File: src/rtl/div_pkg.sv
// div_pkg
// Shared definitions for the hi/lo divider and the decoders that issue it.
//   div_state_e : divider FSM states (IDLE, RUN, FIXUP, DONE)
//   DIV_WIDTH   : default operand/result width
//   FUNCT_DIV / FUNCT_DIVU : R-type funct codes for div / divu
package div_pkg;

  typedef enum logic [1:0] {
    IDLE  = 2'd0,
    RUN   = 2'd1,
    FIXUP = 2'd2,
    DONE  = 2'd3
  } div_state_e;

  localparam int DIV_WIDTH = 32;

  localparam logic [5:0] FUNCT_DIV  = 6'b011010;
  localparam logic [5:0] FUNCT_DIVU = 6'b011011;

endpackage

File: src/rtl/div_step.sv
// div_step
// One combinational restoring-division step.
//   rem_i, quo_i   : partial remainder and quotient/dividend shift register
//   divisor_mag_i  : divisor magnitude (unsigned)
//   rem_o, quo_o   : values after shifting left by one and conditionally subtracting
module div_step
  import div_pkg::*;
#(
  parameter int WIDTH = DIV_WIDTH
) (
  input  logic [WIDTH-1:0] rem_i,
  input  logic [WIDTH-1:0] quo_i,
  input  logic [WIDTH-1:0] divisor_mag_i,
  output logic [WIDTH-1:0] rem_o,
  output logic [WIDTH-1:0] quo_o
);

  // The shifted remainder keeps its carry-out bit: with a divisor above
  // 2^(WIDTH-1) the partial remainder can briefly need WIDTH+1 bits.
  logic [WIDTH:0]   rem_shifted;
  // One extra bit beyond that so the borrow is a clean sign bit.
  logic [WIDTH+1:0] trial;
  // A successful subtraction always leaves a value below the divisor, so
  // bit WIDTH of the difference is structurally zero.
  logic             trial_msb_unused;

  assign rem_shifted      = {rem_i, quo_i[WIDTH-1]};
  assign trial            = {1'b0, rem_shifted} - {2'b00, divisor_mag_i};
  assign trial_msb_unused = trial[WIDTH];

  always_comb begin
    if (!trial[WIDTH+1]) begin
      rem_o = trial[WIDTH-1:0];
      quo_o = {quo_i[WIDTH-2:0], 1'b1};
    end else begin
      rem_o = rem_shifted[WIDTH-1:0];
      quo_o = {quo_i[WIDTH-2:0], 1'b0};
    end
  end

endmodule

File: src/rtl/hilo_divider.sv
// hilo_divider
// Multi-cycle restoring divider for MIPS div/divu, producing lo (quotient)
// and hi (remainder). One quotient bit per cycle, then a sign fix-up cycle.
//   clk, reset           : clock, synchronous active-high reset
//   start, is_signed     : request and signedness, sampled when not busy
//   dividend, divisor    : operands, sampled with start
//   busy                 : operation in progress (RUN or FIXUP)
//   done                 : one-cycle pulse when results become valid
//   quotient, remainder  : results, held until the next done
//   div_by_zero          : last completed operation had a zero divisor
module hilo_divider
  import div_pkg::*;
#(
  parameter int WIDTH = DIV_WIDTH
) (
  input  logic             clk,
  input  logic             reset,
  input  logic             start,
  input  logic             is_signed,
  input  logic [WIDTH-1:0] dividend,
  input  logic [WIDTH-1:0] divisor,
  output logic             busy,
  output logic             done,
  output logic [WIDTH-1:0] quotient,
  output logic [WIDTH-1:0] remainder,
  output logic             div_by_zero
);

  localparam int             CW         = $clog2(WIDTH);
  localparam logic [CW-1:0]  COUNT_LOAD = CW'(WIDTH - 1);

  div_state_e       state_q, state_d;
  logic [CW-1:0]    count_q, count_d;
  logic [WIDTH-1:0] rem_q, rem_d;
  logic [WIDTH-1:0] quo_q, quo_d;
  logic [WIDTH-1:0] dmag_q, dmag_d;
  logic             q_neg_q, q_neg_d;
  logic             r_neg_q, r_neg_d;
  logic             busy_q, busy_d;
  logic             done_q, done_d;
  logic [WIDTH-1:0] quotient_q, quotient_d;
  logic [WIDTH-1:0] remainder_q, remainder_d;
  logic             dbz_q, dbz_d;

  logic [WIDTH-1:0] step_rem, step_quo;
  logic             dividend_neg, divisor_neg;
  logic [WIDTH-1:0] dividend_mag, divisor_mag;

  div_step #(.WIDTH(WIDTH)) u_step (
    .rem_i         (rem_q),
    .quo_i         (quo_q),
    .divisor_mag_i (dmag_q),
    .rem_o         (step_rem),
    .quo_o         (step_quo)
  );

  // Negating the most negative value yields itself, which read as unsigned
  // is exactly its magnitude; this makes MIN / -1 fall out naturally.
  assign dividend_neg = is_signed & dividend[WIDTH-1];
  assign divisor_neg  = is_signed & divisor[WIDTH-1];
  assign dividend_mag = dividend_neg ? -dividend : dividend;
  assign divisor_mag  = divisor_neg  ? -divisor  : divisor;

  always_comb begin
    state_d     = state_q;
    count_d     = count_q;
    rem_d       = rem_q;
    quo_d       = quo_q;
    dmag_d      = dmag_q;
    q_neg_d     = q_neg_q;
    r_neg_d     = r_neg_q;
    busy_d      = busy_q;
    done_d      = 1'b0;
    quotient_d  = quotient_q;
    remainder_d = remainder_q;
    dbz_d       = dbz_q;

    case (state_q)
      // DONE accepts a new request exactly like IDLE so results can be
      // consumed and the next divide issued in the same cycle.
      IDLE, DONE: begin
        busy_d  = 1'b0;
        state_d = IDLE;
        if (start) begin
          if (divisor == '0) begin
            // No iterations needed: publish the fixed results directly.
            state_d     = DONE;
            done_d      = 1'b1;
            quotient_d  = '1;
            remainder_d = dividend;
            dbz_d       = 1'b1;
          end else begin
            state_d = RUN;
            busy_d  = 1'b1;
            count_d = COUNT_LOAD;
            rem_d   = '0;
            quo_d   = dividend_mag;
            dmag_d  = divisor_mag;
            q_neg_d = dividend_neg ^ divisor_neg;
            r_neg_d = dividend_neg;
          end
        end
      end

      RUN: begin
        rem_d = step_rem;
        quo_d = step_quo;
        if (count_q == '0) begin
          state_d = FIXUP;
        end else begin
          count_d = count_q - CW'(1);
        end
      end

      FIXUP: begin
        state_d     = DONE;
        busy_d      = 1'b0;
        done_d      = 1'b1;
        quotient_d  = q_neg_q ? -quo_q : quo_q;
        remainder_d = r_neg_q ? -rem_q : rem_q;
        dbz_d       = 1'b0;
      end

      default: state_d = IDLE;
    endcase
  end

  always_ff @(posedge clk) begin
    if (reset) begin
      state_q     <= IDLE;
      count_q     <= '0;
      rem_q       <= '0;
      quo_q       <= '0;
      dmag_q      <= '0;
      q_neg_q     <= 1'b0;
      r_neg_q     <= 1'b0;
      busy_q      <= 1'b0;
      done_q      <= 1'b0;
      quotient_q  <= '0;
      remainder_q <= '0;
      dbz_q       <= 1'b0;
    end else begin
      state_q     <= state_d;
      count_q     <= count_d;
      rem_q       <= rem_d;
      quo_q       <= quo_d;
      dmag_q      <= dmag_d;
      q_neg_q     <= q_neg_d;
      r_neg_q     <= r_neg_d;
      busy_q      <= busy_d;
      done_q      <= done_d;
      quotient_q  <= quotient_d;
      remainder_q <= remainder_d;
      dbz_q       <= dbz_d;
    end
  end

  assign busy        = busy_q;
  assign done        = done_q;
  assign quotient    = quotient_q;
  assign remainder   = remainder_q;
  assign div_by_zero = dbz_q;

endmodule

File: config.mk
export PLATFORM = sky130hd
export DESIGN_NAME = hilo_divider
export DESIGN_NICKNAME = d
export VERILOG_FILES = /design/src/rtl/div_pkg.sv /design/src/rtl/div_step.sv /design/src/rtl/hilo_divider.sv
export SDC_FILE = /design/constraint.sdc
export NUM_CORES = 1
export LEC_CHECK = 0
export ABC_AREA = 1
export BUFFER_PORTS_ARGS = -buffer_cell sky130_fd_sc_hd__clkbuf_2
export CORE_UTILIZATION = 60
export CTS_CLUSTER_SIZE = 8
export DETAILED_ROUTE_END_ITERATION = 8
export PLACE_DENSITY_LB_ADDON = 0.25
export SETUP_SLACK_MARGIN = 0.05
export SYNTH_ARGS = -nofsm -noshare
export SYNTH_HDL_FRONTEND = slang
export SYNTH_HIERARCHICAL = 1
export SYNTH_SLANG_ARGS = --single-unit
File: constraint.sdc
create_clock -name clk -period 3 [get_ports clk]
set_clock_uncertainty 0.1 [all_clocks]
set_input_delay 0.9 -clock clk [delete_from_list [all_inputs] [get_ports clk]]
set_output_delay 0.9 -clock clk [all_outputs]
set_load 0.005 [all_outputs]
Yosys cells after proc, flatten, opt, wreduce, memory -nomap -nowiden
Cells that the tools add are included.
{"block": "totals", "output_inout_bits": 67, "register_bits": 172}
{"block": "classes", "bitwise_logic": 4, "n_eq_ne": 8, "muxes": 35, "n_reduce_logical": 10, "add_sub_neg": 6}
{"operator": "32-bit two-way mux", "count": 13}
{"operator": "32-bit case mux with 2 select lines", "count": 4}
{"operator": "32-bit negator", "count": 4}
{"operator": "33-bit by 32-bit subtractor with 34-bit output", "count": 1}
{"operator": "32-bit zero test", "count": 1}
{"operator": "5-bit two-way mux", "count": 3}
{"operator": "2-bit inequality test (second input constant)", "count": 5}
{"operator": "5-bit case mux with 2 select lines", "count": 1}
{"operator": "3-bit AND reduction", "count": 3}
{"operator": "1-bit two-way mux", "count": 7}
{"operator": "2-bit two-way mux", "count": 3}
{"operator": "1-bit case mux with 2 select lines", "count": 3}
{"operator": "2-bit case mux with 3 select lines", "count": 1}
{"operator": "5-bit zero test", "count": 1}
{"operator": "5-bit by 1-bit subtractor with 5-bit output (second input constant)", "count": 1}
{"operator": "2-bit == test (second input constant)", "count": 2}
{"operator": "4-bit AND reduction", "count": 1}
{"operator": "2-bit nonzero test", "count": 2}
{"operator": "1-bit AND", "count": 2}
{"operator": "2-bit by 1-bit == test with 1-bit output (second input constant)", "count": 1}
{"operator": "2-bit zero test", "count": 1}
{"operator": "2-bit OR reduction", "count": 1}
{"operator": "1-bit inverter", "count": 1}
{"operator": "1-bit XOR", "count": 1}

Longest topological paths before layout
Gate-level depths: netlist (run 1).
{"block": "depth", "depth_word": 5, "depth_mapped": 17, "mapped_depth_nobuf": 17}

Cells and area by module
The synthesis (run 1) kept the hierarchy.
{"mod": "hilo_divider", "area_per_inst_um2": 11039.3, "cells_per_inst": 1863, "instances": 1}
{"mod": "div_step", "area_per_inst_um2": 3358.2, "cells_per_inst": 670, "instances": 1}

Least setup slack after synthesis (run 1)
OpenSTA, ideal clock, no wires.
{"block": "synth_timing", "kind": "input to register", "startpoint": "input port divisor[0]", "endpoint": "register dmag_q[4]", "cell_stages": 14, "setup_slack_ns": 0.532, "t_required_ns": 2.785, "t_arrival_ns": 2.253, "n_path_buf": 3, "cell_sequence": "inv_1 -> ha_1 -> nand2_1 -> nor2_1 -> nand2_1 -> nor2_2 -> nand2_2 -> nand3_2 -> buf_6 -> inv_2 -> buf_6 -> buf_6 -> o21ai_1 -> nor2_1"}
{"block": "synth_via", "elab_chain_cells": 3}
{"item": "start: declaration", "line_no": "hilo_divider.sv:21", "text": "input logic [WIDTH-1:0] divisor,"}
{"item": "branches (longest 3 deep; another with 32-bit negator)"}
{"item": "end signal: assignment", "line_no": "hilo_divider.sv:147", "text": "dmag_q <= dmag_d;"}
{"item": "end: declaration", "line_no": "hilo_divider.sv:36", "text": "logic [WIDTH-1:0] dmag_q, dmag_d;"}
Several ways; the timed one is not identified.
A chain may end at the register's enable or synchronous reset.

Final worst setup path (run 1)
{"block": "layout_timing", "startpoint": "register dmag_q[23]", "endpoint": "register quo_q[0]"}
{"block": "layout_via", "elab_chain_cells": 3}
{"item": "33-bit by 32-bit subtractor with 34-bit output", "line_no": "div_step.sv:28", "text": "assign trial = {1'b0, rem_shifted} - {2'b00, divisor_mag_i};"}
{"item": "1-bit two-way mux", "line_no": "div_step.sv:32", "text": "if (!trial[WIDTH+1]) begin"}
{"item": "net step_quo[0]", "line_no": "hilo_divider.sv:45", "text": "logic [WIDTH-1:0] step_rem, step_quo;"}
{"item": "32-bit case mux with 2 select lines", "line_no": "hilo_divider.sv:78", "text": "case (state_q)"}
{"item": "end signal: assignment", "line_no": "hilo_divider.sv:146", "text": "quo_q <= quo_d;"}
{"item": "end: declaration", "line_no": "hilo_divider.sv:35", "text": "logic [WIDTH-1:0] quo_q, quo_d;"}
The timed path passes the listed nets, and every way through them passes these cells.

==> results of run 1 <==
area by class of cell:
cell class                 count  area (sq um)
multi-input combinational   1930          9040
fill                        2309          7780
inverter                     306          1150
sequential                   172          3440
tap                          319           399
clock buffer                  17           425
timing repair buffer         177          1070
clock inverter                15           170
worst reg2reg max path: stages, from the launching register on:
cell,delay (ns)
dfxtp_1,0.33
inv_1,0.10
ha_1,0.42
nand2_1,0.14
nor2_2,0.22
nand2_1,0.12
nor2_1,0.20
nand2_4,0.21
nand2_8,0.30
nand2_1,0.17
o21ai_0,0.15
nor2_1,0.08
nor2_1,0.13
worst paths after layout:
path             endpoint  cells past startpoint
max              quo_q[0]                     12
min          remainder[6]                      2
max reg2reg      quo_q[0]                     12
min reg2reg  remainder[6]                      2
Yosys cell counts (all sizes together):
library cell,count
nand2,719
nor2,480
inv,304
nand3,217
o21ai,201
dfxtp,172
a21oi,140
buf,76
clkbuf,49
xor2,47
ha,40
nand4,30
and2,12
nor3,10
nand3b,8
o211ai,5
a31oi,4
o22ai,4
or2,4
o21bai,3
clkinv,2
xnor2,2
a211oi,1
and3,1
fa,1
o31ai,1
through the flow:
stage | hold slack, ns | setup slack [ns]
2_1_floorplan | 0.344 | 0.532
3_3_place_gp | 0.355 | 0.218
3_5_place_dp | 0.368 | 0.151
4_1_cts | 0.380 | 0.329
5_1_grt | 0.398 | 0.0911
6_report | 0.380 | 0.274
state kept, by name, indices dropped and copies added, names as in the netlist:
register / cells
remainder: 32
quotient: 32
q_neg_q: 1
quo_q: 32
rem_q: 32
div_by_zero: 1
state_q: 2
done: 1
count_q: 5
dmag_q: 32
busy: 1
r_neg_q: 1
where the power goes:
group / internal [mW] / switching (mW) / leakage (nW) / total [mW]
registers: 2.99 / 0.802 / 1.41 / 3.79
logic: 3.93 / 8.20 / 6.35 / 12.1
clock network: 1.12 / 1.15 / 0.293 / 2.28
total: 8.04 / 10.2 / 8.05 / 18.2
logic make-up after synthesis:
group | after synthesis | share of synthesized area
AO/OA/AOI/OAI | 359 | 0.129
XOR/XNOR | 49 | 0.0298
adder cells (fa/ha/maj) | 41 | 0.0362
buffers and inverters | 431 | 0.133
flip-flops | 172 | 0.239
AND/OR/NAND/NOR | 1481 | 0.432
layer usage:
layer | vias up | share of wire | global-route usage
met5 | - | 0 | 0
met4 | 0 | 0.030 | 0.134
met3 | 105 | 0.090 | 0.0512
met2 | 752 | 0.43 | 0.579
met1 | 7417 | 0.45 | 0.543
li1 | 8108 | - | -
==> impl_metrics.py, run 1 <==
metrics = {
    "outcome": {
        "status": "finished clean",
    },
    "layout": {
        "stdcell_area_sq_um": 15700,
        "nNetsFinal": 2713,
        "area_growth_pct": 9.00,
        "finalNonFillerCells": 2936,
        "diodes": 0,
        "utilization": 0.669,
        "final_common_cell": "nand2_1",
        "layout-drive-gt1-share": 0.111,
        "final_cell_mix": "nand2_1, nor2_1, inv_1, nand3_1, dfxtp_1",
    },
    "grt": {
        "grt_max_degree": 77,
        "grt-ovfl-total": 0,
        "grt_use_total": 0.379,
        "grt_pass1_vias": 14200,
        "antenna_found_initial": 0,
        "grt_pass1_wl_mm": 73.3,
    },
    "timing": {
        "worst_slew_pin_slew_ns": 0.781,
        "drv_slew": 0,
        "max_freq_ghz": 0.367,
        "period_share": 0.909,
        "setup_viol": 0,
        "rsz0062_at_grt": "no",
        "finalHoldViolations": 0,
        "slew_headroom": 0.479,
        "tns_ns": 0,
        "fin_crit_ns": 2.73,
    },
    "clocking": {
        "cts-resized-gates": 0,
        "clk_pin_slew_ns": 0.08,
        "tritoncts": "yes",
        "clk_latency_ns": 0.45,
        "root_buffer": "clkbuf_16",
        "cts_max_path_buffers": 2,
        "cts_hold_buf": 0,
        "postCtsSetupRepairBufs": 0,
        "clkSinkCount": 172,
        "numCtsBuffers": 17,
        "cts-htree-levels": 4,
    },
    "routing": {
        "finalWirelength_mm": 46.5,
        "drtIter0Drc": 1471,
        "dr.pass1.iters": 6,
        "num_vias": 16400,
        "route.antenna.remaining_nets": 0,
        "route.detailed.drc": 0,
        "viasPerCell": 5.58,
        "wl_per_cell_um": 15.8,
    },
    "critical_path": {
        "cp_top_family": "simple AND/OR/NAND/NOR gates",
        "slowest_delay_ns": 0.42,
        "critPathKind": "reg2reg",
        "slowest_stage": "ha_1",
        "r2r_slack_ns": 0.27,
        "worst-path-max-fanout": 34,
        "path_buf_inv": 1,
        "end_kind": "flip-flop",
        "cp_data_arrival_time_ns": 3.00,
        "required_ns": 3.28,
        "path_cells": "inv_1 > ha_1 > nand2_1 > nor2_2 > nand2_1 > nor2_1 > nand2_4 > nand2_8 > nand2_1 > o21ai_0 > nor2_1 > nor2_1",
        "start_kind": "flip-flop",
        "critPathLaunch": "dmag_q[23]",
        "r2r-start": "dmag_q[23]",
    },
    "placed_design": {
        "dpl.hpwl_mm": 35.9,
        "dp_cells": 2904,
        "port_buffers": 134,
        "placed_area_sq_um": 15100,
        "place.gp.congestion": 1.01,
    },
    "worst_hold_path": {
        "worstHoldStart": "remainder[6]",
        "min_path_type": "reg2reg",
    },
    "floorplan": {
        "dieArea_sq_um": 24600,
        "die_h_um": 157,
        "core_area_sq_um": 23500,
        "start_util": 0.613,
        "std_cell_rows": 56,
        "ios": 135,
        "fp.dieW_um": 157,
    },
    "logic_synthesis": {
        "syn_nets": 2642,
        "synth-seq-cells": 172,
        "netlist_instances": 2533,
        "ys_warn_count": 6,
        "netlist_area_sq_um": 14400,
        "syn_avg_cell_area_sq_um": 5.68,
        "yosysTopAreaCell": "dfxtp_1",
        "yosysTopAreaCellShare": 0.239,
        "synth.area.top_cells": "dfxtp_1, nand2_1, nor2_1, inv_1, nand3_1",
        "synth_cell_types": 44,
        "synth_seq_area_share": 0.239,
    },
    "job": {
        "drv_cap": 0,
    },
    "pwr": {
        "ir_drop_mv": 1.06,
        "finalPower_mw": 18.2,
        "power-per-cell-area_nw_per_um2": 1160,
        "p_leak_nw": 8.05,
    },
}
(Power assumes the default switching activity.)
==> inputs of run 2 (changes only) <==
--- a/config.mk
+++ b/config.mk
@@ -7,7 +7,9 @@
 export LEC_CHECK = 0
 export ABC_AREA = 1
 export BUFFER_PORTS_ARGS = -buffer_cell sky130_fd_sc_hd__clkbuf_2
-export CORE_UTILIZATION = 60
+export CELL_PAD_IN_SITES_DETAIL_PLACEMENT = 0
+export CELL_PAD_IN_SITES_GLOBAL_PLACEMENT = 1
+export CORE_UTILIZATION = 42
 export CTS_CLUSTER_SIZE = 8
 export DETAILED_ROUTE_END_ITERATION = 8
 export PLACE_DENSITY_LB_ADDON = 0.25
==> run 2 against run 1 <==
Against the previous run: hold slack got worse by 0.0078 ns; critical path type unchanged; sequential power decreased by 1%; register-to-register slack gained 0.09 ns; final area up 1.9%; non-clock buffer count grew 16.
==> impl_metrics.py, run 2 (same netlist as run 1, synthesis figures left out) <==
metrics = {
    "critical_path": {
        "required_ns": 3.29,
        "end_kind": "flip-flop",
        "path_cells": "inv_1 > ha_1 > inv_1 > fa_1 > nand3_1 > nand3_1 > nand2_1 > nand2_1 > nand2_1 > nand2_1 > nand2_1 > nand2_1 > nand2_1 > nand3_1 > nand2_1 > a21oi_1 > nor2_1",
        "slowest_delay_ns": 0.48,
        "cpMostUsedCell": "nand2_1",
        "slowest_stage": "fa_1",
        "cp_data_arrival_time_ns": 2.92,
        "worst-path-max-fanout": 4,
        "reg2regPathDepth": 17,
        "start_kind": "flip-flop",
        "critPathKind": "reg2reg",
    },
    "timing": {
        "period_share": 0.878,
        "setup_viol": 0,
        "rsz0062_at_grt": "no",
        "finalHoldViolations": 0,
        "fin_crit_ns": 2.63,
        "drv_slew": 0,
        "worst_slew_pin_slew_ns": 0.757,
        "slew_headroom": 0.495,
        "max_freq_ghz": 0.380,
        "hold_slack_ns": 0.373,
        "tns_ns": 0,
    },
    "grt": {
        "top_usage_layer": "met2",
        "grt_pass1_wl_mm": 78.2,
        "grt_use_total": 0.283,
        "grt_util_met1": 0.391,
        "grt_max_degree": 72,
        "grt.met3_usage": 0.0411,
        "grt-ovfl-total": 0,
        "grt_pass1_vias": 14400,
        "antenna_found_initial": 0,
        "use_met2": 0.455,
    },
    "clocking": {
        "tritoncts": "yes",
        "cts_max_path_buffers": 2,
        "cts-resized-gates": 0,
        "numCtsBuffers": 17,
        "root_buffer": "clkbuf_16",
        "clk_latency_ns": 0.45,
        "cts-htree-levels": 4,
        "clkSinkCount": 172,
        "clk_pin_slew_ns": 0.08,
        "postCtsSetupRepairBufs": 0,
        "cts_hold_buf": 0,
    },
    "worst_hold_path": {
        "min_path_type": "reg2reg",
        "hold_path_depth": 2,
    },
    "layout": {
        "area_growth_pct": 11.1,
        "final_common_cell": "nand2_1",
        "layout-drive-gt1-share": 0.117,
        "final_cell_mix": "nand2_1, nor2_1, inv_1, nand3_1, dfxtp_1",
        "nNetsFinal": 2729,
        "fillers": 3624,
        "diodes": 0,
    },
    "pwr": {
        "p_leak_nw": 8.13,
        "ir_drop_mv": 0.683,
        "power-per-cell-area_nw_per_um2": 1150,
    },
    "floorplan": {
        "dieArea_sq_um": 35000,
        "die_h_um": 187,
        "std_cell_rows": 67,
        "core_area_sq_um": 33600,
        "fp.dieW_um": 187,
        "start_util": 0.428,
        "ios": 135,
    },
    "job": {
        "drv_cap": 0,
    },
    "routing": {
        "wl_per_cell_um": 16.2,
        "finalWirelength_mm": 50.1,
        "dr.pass1.iters": 8,
        "route.antenna.remaining_nets": 0,
        "viasPerCell": 5.13,
        "route.detailed.drc": 0,
        "drtIter0Drc": 1227,
        "num_vias": 15800,
    },
    "outcome": {
        "status": "finished clean",
    },
    "placed_design": {
        "place.gp.congestion": 0.975,
        "dpl.hpwl_mm": 39.3,
        "port_buffers": 134,
    },
}
==> run 2: layer usage <==
metal	vias up	wire (um)
li1	8130	-
met1	7185	23600
met2	451	22500
met3	49	2880
met4	0	992
met5	-	0
==> run 2: final timing paths <==
check,startpoint,slack [ns],endpoint
worst max register to register,quo_q[31],0.37,rem_q[28]
worst max-delay path,quo_q[31],0.37,rem_q[28]
worst min register to register,quotient[4],0.37,quotient[4]
worst min-delay path,quotient[4],0.37,quotient[4]
==> run 2: worst max-delay path: cells and delay by family, from the launching register on <==
family / cells / cell delay, ns
simple gates: 12 / 1.25
flops: 1 / 0.35
compound gates: 1 / 0.06
buf+inv: 2 / 0.17
fa+ha+maj: 2 / 0.63
==> run 2: where the power goes <==
part           total (mW)  leakage (nW)  internal [mW]  switching, mW
combinational        12.4          6.43           4.04           8.34
sequential           3.75          1.41           2.99          0.763
clock                2.30         0.289           1.19           1.11
total                18.4          8.13           8.22           10.2
==> run 2: layout make-up <==
type	instances	area [sq um]	share of cell area
timing repair buffer	193	1200	0.0751
multi-input combinational	1930	9040	0.565
tap	448	561	0.0350
inverter	306	1150	0.0720
clock buffer	17	425	0.0266
clock inverter	15	178	0.0111
sequential	172	3440	0.215
==> run 2: metrics by stage <==
stage                util  area (sq um)  instances  total power [mW]  worst slack [ns]
floorplan               -         14400       2533              13.0             0.532
global placement    0.458         15400       3049              15.9             0.147
detailed placement  0.458         15400       3049              16.0             0.129
CTS                 0.476         16000       3081              18.4             0.373
global route        0.476         16000       3081              20.3            0.0663
finish              0.476         16000       3081              18.4             0.367
==> inputs of run 3 (changes only) <==
--- a/config.mk
+++ b/config.mk
@@ -10,9 +10,11 @@
 export CELL_PAD_IN_SITES_DETAIL_PLACEMENT = 0
 export CELL_PAD_IN_SITES_GLOBAL_PLACEMENT = 1
 export CORE_UTILIZATION = 42
+export CTS_CLUSTER_DIAMETER = 100
 export CTS_CLUSTER_SIZE = 8
 export DETAILED_ROUTE_END_ITERATION = 8
 export PLACE_DENSITY_LB_ADDON = 0.25
+export RECOVER_POWER = 25
 export SETUP_SLACK_MARGIN = 0.05
 export SYNTH_ARGS = -nofsm -noshare
 export SYNTH_HDL_FRONTEND = slang
==> run 3 against run 2 <==
Against the previous run: non-clock buffer count stayed put; maximum frequency barely moved; die area stayed put; via count increased by 0.25%.
==> impl_metrics.py, run 3 (same netlist as run 1, synthesis figures left out) <==
metrics = {
    "layout": {
        "final_common_cell": "nand2_1",
        "layout-drive-gt1-share": 0.107,
        "seq_area_sq_um": 3440,
        "area_growth_pct": 10.9,
        "nNetsFinal": 2729,
        "diodes": 0,
        "finalNonFillerCells": 3081,
        "fillers": 3641,
        "utilization": 0.475,
        "stdcell_area_sq_um": 16000,
        "multi_input_area_sq_um": 9030,
        "final_cell_mix": "nand2_1, nor2_1, inv_1, nand3_1, dfxtp_1",
    },
    "floorplan": {
        "core_area_sq_um": 33600,
        "die_h_um": 187,
        "fp.dieW_um": 187,
        "std_cell_rows": 67,
        "start_util": 0.428,
        "ios": 135,
        "dieArea_sq_um": 35000,
    },
    "critical_path": {
        "r2r_slack_ns": 0.37,
        "worst-path-max-fanout": 4,
        "r2r_end": "rem_q[28]",
        "path_cells": "inv_1 > ha_1 > inv_1 > fa_1 > nand3_1 > nand3_1 > nand2_1 > nand2_1 > nand2_1 > nand2_1 > nand2_1 > nand2_1 > nand2_1 > nand3_1 > nand2_1 > a21oi_1 > nor2_1",
        "cp_data_arrival_time_ns": 2.92,
        "critPathLaunch": "quo_q[31]",
        "reg2regPathDepth": 17,
        "cpMostUsedCell": "nand2_1",
        "required_ns": 3.29,
        "slowest_stage": "fa_1",
        "end_kind": "flip-flop",
        "start_kind": "flip-flop",
        "r2r-start": "quo_q[31]",
        "slowest_delay_ns": 0.48,
        "critPathKind": "reg2reg",
    },
    "grt": {
        "grt.met3_usage": 0.0411,
        "grt_pass1_vias": 14400,
        "grt_util_met1": 0.391,
        "grt_max_degree": 72,
        "grt_pass1_wl_mm": 78.2,
        "grt-ovfl-total": 0,
        "antenna_found_initial": 0,
        "grt_use_total": 0.283,
        "top_usage_layer": "met2",
        "use_met2": 0.455,
    },
    "placed_design": {
        "port_buffers": 134,
        "place_ws_ns": 0.129,
        "placed_area_sq_um": 15400,
        "dpl.hpwl_mm": 39.3,
        "place.gp.congestion": 0.975,
        "dp_cells": 3049,
    },
    "worst_hold_path": {
        "worstHoldStart": "quotient[4]",
        "hold_path_depth": 2,
        "whs_endpoint": "quotient[4]",
        "min_path_type": "reg2reg",
    },
    "clocking": {
        "numCtsBuffers": 17,
        "clk_pin_slew_ns": 0.08,
        "cts-htree-levels": 4,
        "cts_hold_buf": 0,
        "cts-resized-gates": 0,
        "tritoncts": "yes",
        "postCtsSetupRepairBufs": 0,
        "clkSinkCount": 172,
        "clk_latency_ns": 0.45,
        "cts_max_path_buffers": 2,
        "root_buffer": "clkbuf_16",
    },
    "pwr": {
        "power-per-cell-area_nw_per_um2": 1150,
        "p_leak_nw": 8.04,
        "finalPower_mw": 18.4,
        "ir_drop_mv": 0.688,
    },
    "timing": {
        "slew_headroom": 0.139,
        "tns_ns": 0,
        "setup_slack_ns": 0.368,
        "hold_slack_ns": 0.374,
        "fin_crit_ns": 2.63,
        "rsz0062_at_grt": "no",
        "drv_slew": 0,
        "max_freq_ghz": 0.380,
        "period_share": 0.877,
        "setup_viol": 0,
        "finalHoldViolations": 0,
        "worst_slew_pin_slew_ns": 1.29,
    },
    "outcome": {
        "status": "finished clean",
    },
    "routing": {
        "route.antenna.remaining_nets": 0,
        "wl_per_cell_um": 16.3,
        "viasPerCell": 5.15,
        "drtIter0Drc": 1192,
        "num_vias": 15900,
        "route.detailed.drc": 0,
        "dr.pass1.iters": 6,
        "finalWirelength_mm": 50.1,
    },
    "job": {
        "drv_cap": 0,
    },
}
run 3: metal layers:
| layer | vias up | share of wire |
|---|---|---|
| li1 | 8137 | - |
| met1 | 7201 | 0.48 |
| met2 | 462 | 0.45 |
| met3 | 54 | 0.054 |
| met4 | 0 | 0.020 |
| met5 | - | 0 |
run 3: area by class of cell:
type	instances	share of cell area
timing repair buffer	193	0.0731
multi-input combinational	1930	0.566
sequential	172	0.216
inverter	306	0.0721
clock inverter	15	0.0111
clock buffer	17	0.0267
tap	448	0.0351
run 3: worst max-delay path, delay by kind of cell, from the launching register on:
| kind | cells | cell delay, ns |
|---|---|---|
| buf+inv | 2 | 0.17 |
| fa+ha+maj | 2 | 0.63 |
| simple gates | 12 | 1.26 |
| compound gates | 1 | 0.06 |
| flops | 1 | 0.34 |
run 3: worst max path at each step:
stage / endpoint / depth (start not counted)
global route: rem_q[28] / 17
finish: rem_q[28] / 17
floorplan: dmag_q[4] / 14
detailed placement: quotient[27] / 15
global placement: quotient[27] / 15
CTS: rem_q[28] / 17
run 3: report_power, final:
part / total [mW] / internal (mW) / leakage (nW) / switching, mW
Sequential: 3.75 / 2.99 / 1.41 / 0.764
Clock: 2.30 / 1.19 / 0.289 / 1.10
Combinational: 12.4 / 4.03 / 6.34 / 8.35
